File: src/rtl/mmio_port_responder_pkg.sv
// Shared definitions for the MMIO port responder: register selects, byte
// offsets, STATUS bit positions and a STATUS packing helper.
package mmio_port_responder_pkg;

  // Register select taken from Address[3:2].
  typedef enum logic [1:0] {
    REG_PORT_OUT = 2'd0,
    REG_PORT_IN  = 2'd1,
    REG_STATUS   = 2'd2,
    REG_TX_DATA  = 2'd3
  } reg_sel_e;

  // Byte offsets inside the 16-byte window.
  localparam logic [3:0] OFF_PORT_OUT = 4'h0;
  localparam logic [3:0] OFF_PORT_IN  = 4'h4;
  localparam logic [3:0] OFF_STATUS   = 4'h8;
  localparam logic [3:0] OFF_TX_DATA  = 4'hC;

  // STATUS bit positions.
  localparam int unsigned ST_IN_CHANGED = 0;
  localparam int unsigned ST_FULL       = 1;
  localparam int unsigned ST_EMPTY      = 2;
  localparam int unsigned ST_OVERFLOW   = 3;
  localparam int unsigned ST_COUNT_LSB  = 4;

  // Assemble the STATUS word; count arrives zero-extended to 8 bits.
  function automatic logic [31:0] pack_status(input logic       in_changed,
                                              input logic       full,
                                              input logic       empty,
                                              input logic       overflow,
                                              input logic [7:0] count);
    logic [31:0] v;
    v                    = '0;
    v[ST_IN_CHANGED]     = in_changed;
    v[ST_FULL]           = full;
    v[ST_EMPTY]          = empty;
    v[ST_OVERFLOW]       = overflow;
    v[ST_COUNT_LSB +: 8] = count;
    return v;
  endfunction

endpackage

File: src/rtl/mmio_port_responder_if.sv
// MIPS data-bus view seen by a memory-mapped responder.
//   Address/WriteData/MemWrite/MemRead : driven by the core (master)
//   ReadData                           : returned by the responder (slave)
interface mmio_port_responder_if;

  logic [31:0] Address;
  logic [31:0] WriteData;
  logic        MemWrite;
  logic        MemRead;
  logic [31:0] ReadData;

  modport master (
    output Address, WriteData, MemWrite, MemRead,
    input  ReadData
  );

  modport slave (
    input  Address, WriteData, MemWrite, MemRead,
    output ReadData
  );

endinterface

File: src/rtl/mmio_port_responder_byte_fifo.sv
// Byte FIFO used as the TX queue: circular buffer with wrap-around pointers.
//   clk, reset (async, active-low)
//   push/din : enqueue din; ignored while full
//   pop      : dequeue head; ignored while empty
//   dout     : head byte (mem[rd_ptr])
//   full/empty/count : occupancy
module mmio_port_responder_byte_fifo #(
  parameter int unsigned DEPTH = 4,
  parameter int unsigned CNT_W = 3
) (
  input  logic             clk,
  input  logic             reset,
  input  logic             push,
  input  logic [7:0]       din,
  input  logic             pop,
  output logic [7:0]       dout,
  output logic             full,
  output logic             empty,
  output logic [CNT_W-1:0] count
);

  localparam int unsigned AW = CNT_W - 1;

  logic [7:0]       r_mem [DEPTH];
  logic [AW-1:0]    r_wr_ptr;
  logic [AW-1:0]    r_rd_ptr;
  logic [CNT_W-1:0] r_count;
  logic             w_push_ok;
  logic             w_pop_ok;

  assign full      = (r_count == CNT_W'(DEPTH));
  assign empty     = (r_count == '0);
  assign w_push_ok = push & ~full;
  assign w_pop_ok  = pop & ~empty;

  // Pointers wrap naturally because DEPTH is a power of two.
  always_ff @(posedge clk or negedge reset) begin
    if (!reset) begin
      r_wr_ptr <= '0;
      r_rd_ptr <= '0;
      r_count  <= '0;
    end else begin
      if (w_push_ok) r_wr_ptr <= r_wr_ptr + AW'(1);
      if (w_pop_ok)  r_rd_ptr <= r_rd_ptr + AW'(1);
      case ({w_push_ok, w_pop_ok})
        2'b10:   r_count <= r_count + CNT_W'(1);
        2'b01:   r_count <= r_count - CNT_W'(1);
        default: r_count <= r_count;
      endcase
    end
  end

  // Storage carries no reset; contents are meaningless while empty.
  always_ff @(posedge clk) begin
    if (w_push_ok) r_mem[r_wr_ptr] <= din;
  end

  assign dout  = r_mem[r_rd_ptr];
  assign count = r_count;

endmodule

File: src/rtl/mmio_port_responder.sv
// Memory-mapped I/O responder beside DataMemory on the MIPS data bus.
//   clk, reset   : system clock, async active-low reset
//   bus (slave)  : Address/WriteData/MemWrite/MemRead in, ReadData out (combinational)
//   PortIn       : asynchronous board input pins
//   PortOut      : output port register
//   tx_data/tx_valid/tx_ready : TX FIFO stream head
// Window of four word registers: PORT_OUT, PORT_IN, STATUS (W1C), TX_DATA.
module mmio_port_responder
  import mmio_port_responder_pkg::*;
#(
  parameter logic [31:0] BASE_ADDR  = 32'h1001_0040,
  parameter int unsigned FIFO_DEPTH = 4,
  parameter int unsigned CNT_W      = 3
) (
  input  logic                        clk,
  input  logic                        reset,
  mmio_port_responder_if.slave        bus,
  input  logic [7:0]                  PortIn,
  output logic [31:0]                 PortOut,
  output logic [7:0]                  tx_data,
  output logic                        tx_valid,
  input  logic                        tx_ready
);

  logic             w_hit;
  reg_sel_e         w_sel;
  logic             w_wr;
  logic             w_rd;
  logic             w_push;
  logic             w_pop;
  logic             w_clr_chg;
  logic             w_clr_ovf;
  logic             w_full;
  logic             w_empty;
  logic [7:0]       w_dout;
  logic [CNT_W-1:0] w_count;
  logic             w_unused;

  logic [31:0] r_port_out;
  logic [7:0]  r_s1;
  logic [7:0]  r_in_sync;
  logic [7:0]  r_in_prev;
  logic        r_in_changed;
  logic        r_overflow;

  // Address decode: 16-byte window, byte lane bits ignored.
  assign w_hit     = (bus.Address[31:4] == BASE_ADDR[31:4]);
  assign w_sel     = reg_sel_e'(bus.Address[3:2]);
  assign w_wr      = bus.MemWrite & w_hit;
  assign w_rd      = bus.MemRead & w_hit;
  assign w_push    = w_wr & (w_sel == REG_TX_DATA);
  assign w_clr_chg = w_wr & (w_sel == REG_STATUS) & bus.WriteData[ST_IN_CHANGED];
  assign w_clr_ovf = w_wr & (w_sel == REG_STATUS) & bus.WriteData[ST_OVERFLOW];
  assign w_pop     = tx_valid & tx_ready;
  assign w_unused  = ^bus.Address[1:0];

  // Output port register.
  always_ff @(posedge clk or negedge reset) begin
    if (!reset) begin
      r_port_out <= '0;
    end else if (w_wr && (w_sel == REG_PORT_OUT)) begin
      r_port_out <= bus.WriteData;
    end
  end

  // Two-flop synchronizer plus one history stage for change detection.
  always_ff @(posedge clk or negedge reset) begin
    if (!reset) begin
      r_s1      <= '0;
      r_in_sync <= '0;
      r_in_prev <= '0;
    end else begin
      r_s1      <= PortIn;
      r_in_sync <= r_s1;
      r_in_prev <= r_in_sync;
    end
  end

  // Sticky flags: a new set event beats a simultaneous W1C clear.
  // Overflow is judged on the pre-edge full flag, so a same-cycle pop does not rescue the push.
  always_ff @(posedge clk or negedge reset) begin
    if (!reset) begin
      r_in_changed <= 1'b0;
      r_overflow   <= 1'b0;
    end else begin
      r_in_changed <= (r_in_sync != r_in_prev) | (r_in_changed & ~w_clr_chg);
      r_overflow   <= (w_push & w_full) | (r_overflow & ~w_clr_ovf);
    end
  end

  mmio_port_responder_byte_fifo #(
    .DEPTH (FIFO_DEPTH),
    .CNT_W (CNT_W)
  ) u_tx_fifo (
    .clk   (clk),
    .reset (reset),
    .push  (w_push),
    .din   (bus.WriteData[7:0]),
    .pop   (w_pop),
    .dout  (w_dout),
    .full  (w_full),
    .empty (w_empty),
    .count (w_count)
  );

  assign PortOut  = r_port_out;
  assign tx_data  = w_dout;
  assign tx_valid = ~w_empty;

  // Combinational read mux; side-effect free and zero on miss.
  always_comb begin
    bus.ReadData = '0;
    if (w_rd) begin
      case (w_sel)
        REG_PORT_OUT: bus.ReadData = r_port_out;
        REG_PORT_IN:  bus.ReadData = {24'b0, r_in_sync};
        REG_STATUS:   bus.ReadData = pack_status(r_in_changed, w_full, w_empty,
                                                 r_overflow, 8'(w_count));
        default:      bus.ReadData = '0;
      endcase
    end
  end

endmodule

File: src/flat_wrapper.sv
// flat-port wrapper written by rule: the top's interface ports become plain ports
module mmio_port_responder_flat import mmio_port_responder_pkg::*;
#(
  parameter logic [31:0] BASE_ADDR  = 32'h1001_0040,
  parameter int unsigned FIFO_DEPTH = 4,
  parameter int unsigned CNT_W      = 3
)
  (clk, reset, PortIn, PortOut, tx_data, tx_valid, tx_ready, bus_Address, bus_WriteData, bus_MemWrite, bus_MemRead, bus_ReadData);
  mmio_port_responder_if bus_i ();
  input  logic clk;
  input  logic reset;
  input  logic [7:0] PortIn;
  output logic [31:0] PortOut;
  output logic [7:0] tx_data;
  output logic tx_valid;
  input  logic tx_ready;
  input wire logic [$bits(bus_i.Address)-1:0] bus_Address;
  input wire logic [$bits(bus_i.WriteData)-1:0] bus_WriteData;
  input wire logic [$bits(bus_i.MemWrite)-1:0] bus_MemWrite;
  input wire logic [$bits(bus_i.MemRead)-1:0] bus_MemRead;
  output wire logic [$bits(bus_i.ReadData)-1:0] bus_ReadData;
  assign bus_i.Address = bus_Address;
  assign bus_i.WriteData = bus_WriteData;
  assign bus_i.MemWrite = bus_MemWrite;
  assign bus_i.MemRead = bus_MemRead;
  assign bus_ReadData = bus_i.ReadData;
  mmio_port_responder #(.BASE_ADDR(BASE_ADDR), .FIFO_DEPTH(FIFO_DEPTH), .CNT_W(CNT_W)) u_core (.clk(clk), .reset(reset), .bus(bus_i), .PortIn(PortIn), .PortOut(PortOut), .tx_data(tx_data), .tx_valid(tx_valid), .tx_ready(tx_ready));
endmodule
File: config.mk
export PLATFORM = sky130hd
export DESIGN_NAME = mmio_port_responder_flat
export DESIGN_NICKNAME = d
export VERILOG_FILES = /design/src/rtl/mmio_port_responder_pkg.sv /design/src/rtl/mmio_port_responder_if.sv /design/src/rtl/mmio_port_responder_byte_fifo.sv /design/src/rtl/mmio_port_responder.sv /design/src/flat_wrapper.sv
export SDC_FILE = /design/constraint.sdc
export NUM_CORES = 1
export LEC_CHECK = 0
export CAP_MARGIN = 20
export CORE_UTILIZATION = 45
export DETAILED_ROUTE_END_ITERATION = 10
export PLACE_DENSITY = 0.8
export SYNTH_ARGS = -nofsm -noshare
export SYNTH_HDL_FRONTEND = slang
export SYNTH_SLANG_ARGS = --single-unit
File: constraint.sdc
create_clock -name clk -period 2.5 [get_ports clk]
set_clock_uncertainty 0.15 [all_clocks]
set_input_delay 0.5 -clock clk [delete_from_list [all_inputs] [get_ports clk]]
set_output_delay 0.5 -clock clk [all_outputs]
set_load 0.01 [all_outputs]
=== After elaboration in Yosys (flattened, before gate mapping) ===
Memories as Yosys holds them, arrays and structs flattened.
Index checks and enable logic that the tools add are counted.
W data, S select, Z words.

* Register bits after elaboration: 65
* Word-level logic and storage cells: 49
* Input port bits: 77
* Memories: 1
* Output and inout port bits: 73
* Bits in writable memories: 32

* Add/sub/neg operators: 4
* Eq/ne operators: 8
* Reductions and logical operators: 4
* Muxes and demuxes: 5
* Bitwise logic cells: 18

{| class="wikitable"
|+ Memories
! memory !! words !! bits a word !! rd ports !! clocked after memory_dff !! write ports !! RTL line !! source
|-
| u_core.u_tx_fifo.r_mem || 4 || 8 || 1 || 0 || 1 || mmio_port_responder_byte_fifo.sv:24 || <nowiki>logic [7:0] r_mem [DEPTH];</nowiki>
|}

{| class="wikitable"
|+ Operators by type and width
! kind !! count
|-
| $pmux W32 S3 || 1
|-
| $mux W32 || 1
|-
| $eq A28 B25 Y1 const B || 1
|-
| $and A1 B1 Y1 || 12
|-
| $ne A8 B8 Y1 || 1
|-
| $eq A2 B2 Y1 const B || 3
|-
| $pmux W3 S2 || 1
|-
| $add A2 B1 Y2 const B || 2
|-
| $eq A2 B1 Y1 const B || 2
|-
| $not A1 Y1 || 4
|-
| $add A3 B1 Y3 const B || 1
|-
| $eq A3 B3 Y1 const B || 1
|-
| $logic_not A3 Y1 || 1
|-
| $sub A3 B1 Y3 const B || 1
|-
| $logic_not A2 Y1 || 1
|-
| $mux W1 || 2
|-
| $or A1 B1 Y1 || 2
|-
| $reduce_bool A2 Y1 || 1
|-
| $logic_and A1 B1 Y1 || 1
|}

=== Longest topological paths before layout ===
Gate-level depths: netlist of run 1.

* Word-level depth: 7
* Gate-level depth with buffers: 10
* Depth with buffers taken out: 10

=== By module ===
Synthesis of run 1 repeated with hierarchy kept, for this count alone.

* Cells, all modules: 271
* Area total of the unflattened synthesis: 4,096.4 um^2

{| class="wikitable"
|+ By module, submodules not included
! module !! area an instance (um^2) !! cells an instance !! times used !! sequential area each (um^2)
|-
| mmio_port_responder || 2,503.7 || 192 || 1 || 1,451.4
|-
| mmio_port_responder_byte_fifo || 1,592.8 || 79 || 1 || 1,136.1
|}

=== Worst setup path after synthesis of run 1 ===
OpenSTA, ideal clock, no wires.

* Kind: in2reg
* Start point: input port bus_Address[27]
* End point: register u_core.u_tx_fifo.r_count[2], in the netlist u_core.u_tx_fifo.count[2]
* Required time: 2,225 ps
* Path buffers: 0
* Data arrival time: 2,437 ps
* Slack: -212 ps
* Library setup time: 125 ps
* Stages: 10
* Cells stage by stage: nor4b_1 nand4_1 nor3_1 inv_1 ha_1 inv_1 fa_1 xor2_1 nor2_1 xor2_1

* Cells in the longest elaborated chain, start to end: 6
* Elaborated cells between the ends (all ways): 8
* Those cells by class: eq/ne: 3; mux: 1; bitwise: 3; reduce/logical: 1

{| class="wikitable"
|+ Ends and longest elaborated chain
! item !! RTL line !! source
|-
| from (decl) || flat_wrapper.sv:17 || <nowiki>input wire logic [$bits(bus_i.Address)-1:0] bus_Address;</nowiki>
|-
| $eq A28 B25 Y1 (*) || mmio_port_responder.sv:47 || <nowiki>assign w_hit = (bus.Address[31:4] == BASE_ADDR[31:4]);</nowiki>
|-
| $and A1 B1 Y1 (*) || mmio_port_responder.sv:49 || <nowiki>assign w_wr = bus.MemWrite & w_hit;</nowiki>
|-
| $and A1 B1 Y1 (*) || mmio_port_responder.sv:51 || <nowiki>assign w_push = w_wr & (w_sel == REG_TX_DATA);</nowiki>
|-
| $and A1 B1 Y1 (*) || mmio_port_responder_byte_fifo.sv:33 || <nowiki>assign w_push_ok = push & ~full;</nowiki>
|-
| $eq A2 B1 Y1 or $eq A2 B2 Y1 (tied branches) || mmio_port_responder_byte_fifo.sv:45 || <nowiki>case ({w_push_ok, w_pop_ok})</nowiki>
|-
| $pmux W3 S2 or $reduce_bool A2 Y1 (tied branches) || n/a ||
|-
| to (signal assigned) || mmio_port_responder_byte_fifo.sv:46 || <nowiki>2'b10: r_count <= r_count + CNT_W'(1);</nowiki>
|-
| to (signal assigned) || mmio_port_responder_byte_fifo.sv:47 || <nowiki>2'b01: r_count <= r_count - CNT_W'(1);</nowiki>
|-
| to (signal assigned) || mmio_port_responder_byte_fifo.sv:48 || <nowiki>default: r_count <= r_count;</nowiki>
|-
| to (decl) || mmio_port_responder_byte_fifo.sv:27 || <nowiki>logic [CNT_W-1:0] r_count;</nowiki>
|}

Every way passes the cells marked *; elsewhere a longest branch is shown, timed or not.
A chain may end at the register's enable or synchronous reset.

=== Worst setup path in the final report of run 1 ===
* Start point: input port bus_Address[27]
* End point: output port bus_ReadData[7]

* Cells in the longest elaborated chain, start to end: 3

{| class="wikitable"
|+ Ends and longest elaborated chain
! item !! RTL line !! source
|-
| $eq A28 B25 Y1 || mmio_port_responder.sv:47 ||
|-
| $and A1 B1 Y1 || mmio_port_responder.sv:50 || <nowiki>assign w_rd = bus.MemRead & w_hit;</nowiki>
|-
| $mux W32 || mmio_port_responder.sv:113 || <nowiki>if (w_rd) begin</nowiki>
|-
| to (decl) || flat_wrapper.sv:21 || <nowiki>output wire logic [$bits(bus_i.ReadData)-1:0] bus_ReadData;</nowiki>
|}

Every way passes these cells.

==> results of run 1 <==
cell type report:
| type | instances | share of cell area, % |
|---|---|---|
| multi-input combinational | 151 | 25.7 |
| clock buffer | 9 | 1.95 |
| tap | 108 | 2.12 |
| sequential | 97 | 40.7 |
| clock inverter | 7 | 0.845 |
| timing repair buffer | 187 | 28.2 |
| inverter | 10 | 0.590 |
cell usage after synthesis, types with 5 or more instances:
cell type / n / area, µm²
dfrtp_1: 65 / 1630
edfxtp_1: 32 / 961
mux2_4: 30 / 450
and2_1: 29 / 181
nor2_1: 13 / 48.8
xor2_1: 11 / 96.3
inv_1: 10 / 37.5
mux2i_1: 9 / 90.1
mux4_2: 8 / 180
a21oi_1: 5 / 25.0
clkbuf_1: 5 / 18.8
ha_1: 5 / 62.6
power breakdown:
group | switching [mW] | total [mW] | internal, mW
combinational | 0.296 | 0.745 | 0.450
clock | 0.568 | 0.941 | 0.372
sequential | 0.0867 | 1.79 | 1.70
total | 0.951 | 3.48 | 2.53
through the flow:
stage          area (µm²)  power, mW
6_report             6360       3.48
5_1_grt              6360       3.64
4_1_cts              6300       3.50
3_5_place_dp         6010       2.54
3_3_place_gp         6010       2.51
2_1_floorplan        4230       2.16
registers in the layout, summed over array words and instances, names as in the netlist:
signal and cells:
u_core.u_tx_fifo.r_rd_ptr 2, u_core.r_in_sync 8, u_core.u_tx_fifo.count 3, u_core.u_tx_fifo.r_wr_ptr 2, u_core.r_s1 8, u_core.r_in_changed 1
u_core.r_in_prev 8, u_core.r_overflow 1, u_core.u_tx_fifo.r_mem 32, u_core.PortOut 32
final timing paths:
kind                                            from                      endpoint  slack [ns]  cells after the start
max                                  bus_Address[27]               bus_ReadData[7]        -0.1                      7
min                                   u_core.r_s1[0]           u_core.r_in_sync[0]        0.20                      0
max reg2reg                u_core.u_tx_fifo.count[1]     u_core.u_tx_fifo.count[2]        0.13                     10
min reg2reg                           u_core.r_s1[0]           u_core.r_in_sync[0]        0.20                      0
max in group asynchronous                      reset  u_core.u_tx_fifo.r_rd_ptr[0]        1.38                      3
min in group asynchronous                      reset                u_core.r_s1[5]        0.52                      3
per-layer routing:
metal	vias up	global-route usage (%)	part of all wire, %
met4	0	7.35	1.3
li1	1328	-	-
met1	1394	26.7	41
met3	10	3.48	3.7
met2	79	36.0	54
met5	-	0	0
layout by cell type (no fill, tap or decap), types with 5 or more instances in the layout:
master,synthesis,routed
edfxtp_1,32,32
xor2_1,11,11
and2_4,0,13
nor2_1,13,8
buf_6,1,30
and2_1,29,16
mux2i_1,9,9
buf_12,3,8
inv_1,10,8
nor2_2,0,5
mux2_4,30,30
dlygate4sd2_1,0,9
dfrtp_1,65,64
mux4_2,8,8
buf_2,0,32
buf_4,0,22
clkbuf_8,0,9
clkdlybuf4s50_1,0,76
cell families (layout without fill, tap and decap cells):
group / Yosys count / after routing / share of synthesized area (%)
flops: 97 / 97 / 61.7
simple gates: 70 / 70 / 10.5
mux: 51 / 51 / 18.3
buf+inv: 21 / 213 / 3.22
xor+xnor: 14 / 14 / 2.92
compound gates: 10 / 10 / 1.43
fa+ha+maj: 6 / 6 / 1.97
repair_timing:
action,4_1_cts,5_1_grt
gates resized for setup,270,36
endpoints found under the hold margin,3,0
hold buffers,1,0
buffers inserted,19,2
setup endpoints to repair,65,57
cloned,2,0
pin swaps,25,22
==> out/qor.csv, run 1 <==
metric;value;unit
fp.dieW;98.6;µm
rsz0062_at_grt;true;
startpoint_type;input port;
grt_overflow;0;
max_slew_margin;72.6;%
fp-row-count;34;
cts_sinks;97;
htree_levels;3;
cp_top_family;simple AND/OR/NAND/NOR gates;
clockBufferDepth;2;
finalNonFillerCells;569;
num-fill-cells;590;
dr.pass1.iters;4;
slew_viol_final;0;
grt_pass1_wl;15400;µm
syn_area;4200;µm²
gp_congestion;0.912;
timing.setup.tns;-0.987;ns
layout.nets;539;
clkLatencyLatePin;0.36;ns
core;8890;µm²
finalHoldViolCount;0;
worst_pin_slew;0.411;ns
drc;0;
outcome;finished, violations left;
synth-seq-cells;97;
antenna_found_initial;0;
async_flop_share;67.0;%
cp.required;1.85;ns
synthCells;269;
start_util;47.2;%
area_growth;51.7;%
ant_nets;0;
utilization;71.6;%
cts_tree;yes;
synth_cell_type_count;36;
criticalPathCategory;in2out;
die_y;98.6;µm
dp_hpwl;6600;µm
grt_start_max_net_pins;66;
routed_wl;9730;µm
grt_pass1_vias;3030;
portBuffers;147;
failed_checks;setup timing;
fin_crit_sh;104;%
n_antenna_cell;0;
post-place-ws;-0.758;ns
worst_slack;-0.0993;ns
hold-worst-slack;0.200;ns
cts_root_buffer;clkbuf_8;
synth-seq-area-share;61.7;%
synth_edf_count;32;
io_pins;150;
synth_warnings;0;
track_usage;20.8;%
cpPeakStageDelay;0.30;ns
avgViaCountPerCell;4.94;
crit_path_end_kind;output port;
vias;2811;
synth.avg_cell_area;15.6;µm²
p_leak;2.90;nW
final.min_clock_period;2.60;ns
synth-main-ff-cell;dfrtp_1;
powerDensity;546;nW/µm²
path_clk_slew;0.10;ns
crit_fanout;8;
post_drt_wl_per_cell;17.1;µm
drive_gt1_share;42.3;%
multiInputGateArea;1630;µm²
cap_violations;0;
numCtsBuffers;9;
crit_arrival;1.95;ns
irDropWorstVdd;0.000294;V
ff_latch_area;2590;µm²
dieArea;9710;µm²
setup_viol;20;
max_freq;385;MHz
drt_iter0_markers;74;
crit_chain;buf_6, nor4b_4, nand4_1, buf_4, or2_4, nor3_2, buf_2;
crit_buf_inv;3;
min_path_type;reg2reg;
place_inst;537;
critPathSlowestCell;nor4b_4;
synth_fp_nets;352;
Note: power is estimated with default switching activity, not from simulation.
==> run 2: changes to the inputs <==
--- a/config.mk
+++ b/config.mk
@@ -5,7 +5,9 @@
 export SDC_FILE = /design/constraint.sdc
 export NUM_CORES = 1
 export LEC_CHECK = 0
+export ABC_AREA = 1
 export CAP_MARGIN = 20
+export CORE_ASPECT_RATIO = 1.75
 export CORE_UTILIZATION = 45
 export DETAILED_ROUTE_END_ITERATION = 10
 export PLACE_DENSITY = 0.8
==> constraint.sdc (replaced) <==
create_clock -name clk -period 2.5 [get_ports clk]
set_clock_uncertainty 0.15 [all_clocks]
set_input_delay 0.25 -clock clk [delete_from_list [all_inputs] [get_ports clk]]
set_output_delay 0.25 -clock clk [all_outputs]
set_load 0.01 [all_outputs]
==> out/qor.csv, run 2 <==
metric;value;unit;change
core;9150;µm²;+2.9%
outcome;complete, no violations;;
numCtsBuffers;9;;unchanged
io_pins;150;;unchanged
layout.nets;699;;+30%
clockBufferDepth;2;;unchanged
dpl_cell_area;5950;µm²;-1.1%
crit_path_end_kind;output port;;
grt_pass1_wl;16700;µm;+8.7%
cts_sinks;97;;unchanged
cts_tree;yes;;
post_drt_wl_per_cell;14.8;µm;-14%
fp.dieW;75.7;µm;-23%
p_int;2.96;mW;+17%
path_clk_slew;0.06;ns;-0.04 ns
p_leak;2.92;nW;+0.66%
synth_area_leaders;dfrtp_1 (38%), edfxtp_1 (22%), nand2_1 (12%);;
powerDensity;639;nW/µm²;+17%
synth-seq-area-share;60.4;%;-1.3 points
synth_edf_count;32;;unchanged
seqPwrFrac;44.4;%;-7.1 points
cpPeakStageDelay;0.55;ns;+0.25 ns
power.total;4.00;mW;+15%
netlist.area_leader.share;38.0;%;-0.79 points
yosys.cell_count.top_type;nand2_1;;
syn_area;4280;µm²;+2.1%
synth_fp_nets;542;;+54%
grt_start_max_net_pins;33;;-50%
max_freq;428;MHz;+11%
fin_crit_sh;93.4;%;-11 points
avgViaCountPerCell;4.92;;-0.40%
synth_warnings;0;;unchanged
hold_path.startpoint;u_core.r_s1[7];;
drc;0;;unchanged
startpoint_type;flip-flop;;
rsz0062_at_grt;false;;
criticalPathCategory;reg2out;;
finalHoldViolCount;0;;unchanged
min_path_type;reg2reg;;
portBuffers;147;;unchanged
grt_pass1_vias;3551;;+17%
crit_buf_inv;2;;-1
fp-row-count;46;;+35%
ant_nets;0;;unchanged
synth-seq-cells;97;;unchanged
layout_common_cells;nand2_1 (136), clkdlybuf4s50_1 (114), nor2_1 (67);;
critPathSlowestCell;clkdlybuf4s50_1;;
drt_iter0_markers;287;;+290%
clkPwrFrac;33.3;%;+6.2 points
utilization;68.3;%;-3.3 points
max_slew_margin;63.6;%;-9.0 points
dp_hpwl;8340;µm;+26%
irDropWorstVdd;0.000427;V;+45%
synth.avg_cell_area;9.33;µm²;-40%
htree_levels;3;;unchanged
dieArea;9930;µm²;+2.2%
synth_top_area_cell;dfrtp_1;;
timing.setup.tns;0;ns;+0.987 ns
post-place-ws;-0.0831;ns;+0.675 ns
vias;3646;;+30%
clkLatencyLatePin;0.33;ns;-0.03 ns
pwr-share-comb;22.3;%;+0.9 points
r2r-start;u_core.u_tx_fifo.count[1];;
routed_wl;11000;µm;+13%
start_util;46.8;%;-0.38 points
drive_gt1_share;6.44;%;-36 points
switching_share;25.9;%;-1.5 points
async_flop_share;67.0;%;unchanged
worst_pin_slew;0.546;ns;+0.135 ns
fin_area;6250;µm²;-1.8%
setup_viol;0;;-100%
num-fill-cells;701;;+19%
synth_common_cells;nand2_1 (136), nor2_1 (68), dfrtp_1 (65);;
synth-main-ff-cell;dfrtp_1;;
die_y;131;µm;+33%
crit_fanout;17;;+9
n_antenna_cell;0;;unchanged
cp-startpoint;u_core.u_tx_fifo.r_rd_ptr[0];;
crit_arrival;1.93;ns;-0.02 ns
gp_congestion;0.861;;-5.6%
layout_commonest_cell;nand2_1;;
slew_viol_final;0;;unchanged
power_switching;1.03;mW;+8.8%
dr.pass1.iters;4;;unchanged
cap_violations;0;;unchanged
cp.required;2.10;ns;+0.25 ns
crit_chain;inv_1, o21ai_0, o22ai_1, clkdlybuf4s50_1;;
cts_root_buffer;clkbuf_16;;
track_usage;23.1;%;+2.3 points
synthCells;459;;+71%
grt_overflow;0;;unchanged
antenna_found_initial;0;;unchanged
area_growth;46.0;%;
cp_top_family;buffers and inverters;;
worst_slack;0.166;ns;+0.265 ns
final.min_clock_period;2.33;ns;-0.265 ns
synth_cell_type_count;25;;-31%
-- run 2: power groups by stage --
| stage | Combinational (mW) | Sequential, mW | Clock, mW |
|---|---|---|---|
| after global placement | 0.850 | 1.80 | 0 |
| final | 0.890 | 1.78 | 1.33 |
| after detailed placement | 0.891 | 1.80 | 0 |
| after global routing | 0.998 | 1.78 | 1.42 |
| after floorplan | 0.444 | 1.77 | 0 |
| after CTS | 0.898 | 1.77 | 1.35 |
-- run 2: repair_timing --
| item | in CTS | in global routing |
|---|---|---|
| hold buffers | 1 | 0 |
| cloned | 0 | 0 |
| endpoints found under the hold margin | 24 | 0 |
| gates resized for setup | 27 | 8 |
| setup buffers | 0 | 0 |
| setup endpoints to repair | 29 | 8 |
-- run 2: final timing paths --
kind	to	slack, ns	cells after the start
worst min-delay path	u_core.r_in_sync[7]	0.20	0
max in group asynchronous	u_core.u_tx_fifo.r_rd_ptr[1]	1.17	3
worst max register to register	u_core.u_tx_fifo.count[2]	0.24	9
worst max-delay path	tx_data[3]	0.17	4
worst min register to register	u_core.r_in_sync[7]	0.20	0
min in group asynchronous	u_core.PortOut[19]	0.32	2
-- run 2: layout make-up --
cell class	instances	area, µm²	share of cell area [%]
Timing Repair Buffer	166	1640	26.2
Clock buffer	14	254	4.06
Inverter	34	128	2.04
Tap cell	120	150	2.40
Multi-Input combinational cell	308	1460	23.3
Sequential cell	97	2590	41.4
Clock inverter	2	38.8	0.620
-- run 2: cell families after synthesis --
group	count (synthesis)	share of synthesized area, %
adder cells (fa/ha/maj)	6	1.93
flip-flops	97	60.4
AO/OA/AOI/OAI	36	4.67
buffers and inverters	54	6.08
AND/OR/NAND/NOR	255	24.7
XOR/XNOR	11	2.25
-- run 2: worst reg2reg max path, stage by stage, from the launching register on --
cell and delay, ns:
dfrtp_1 0.42, nor3_1 0.28, inv_1 0.12, nand4_1 0.15, ha_1 0.16, inv_1 0.06
fa_1 0.38, a21oi_1 0.14, o21ai_0 0.11, xor2_1 0.16
-- run 2: stage by stage --
step | cells | hold slack (ns)
finish | 741 | 0.196
global route | 741 | 0.200
CTS | 741 | 0.198
detailed placement | 724 | 0.117
global placement | 724 | 0.114
floorplan | 459 | -0.196
-- run 2: metal layers --
metal  vias to the layer above  track usage, %  wire (µm)
li1                       1792               -          -
met3                        40            4.51        414
met1                      1704            24.9       3840
met5                         -               0          0
met4                         0            13.7        502
met2                       110            40.6       6200
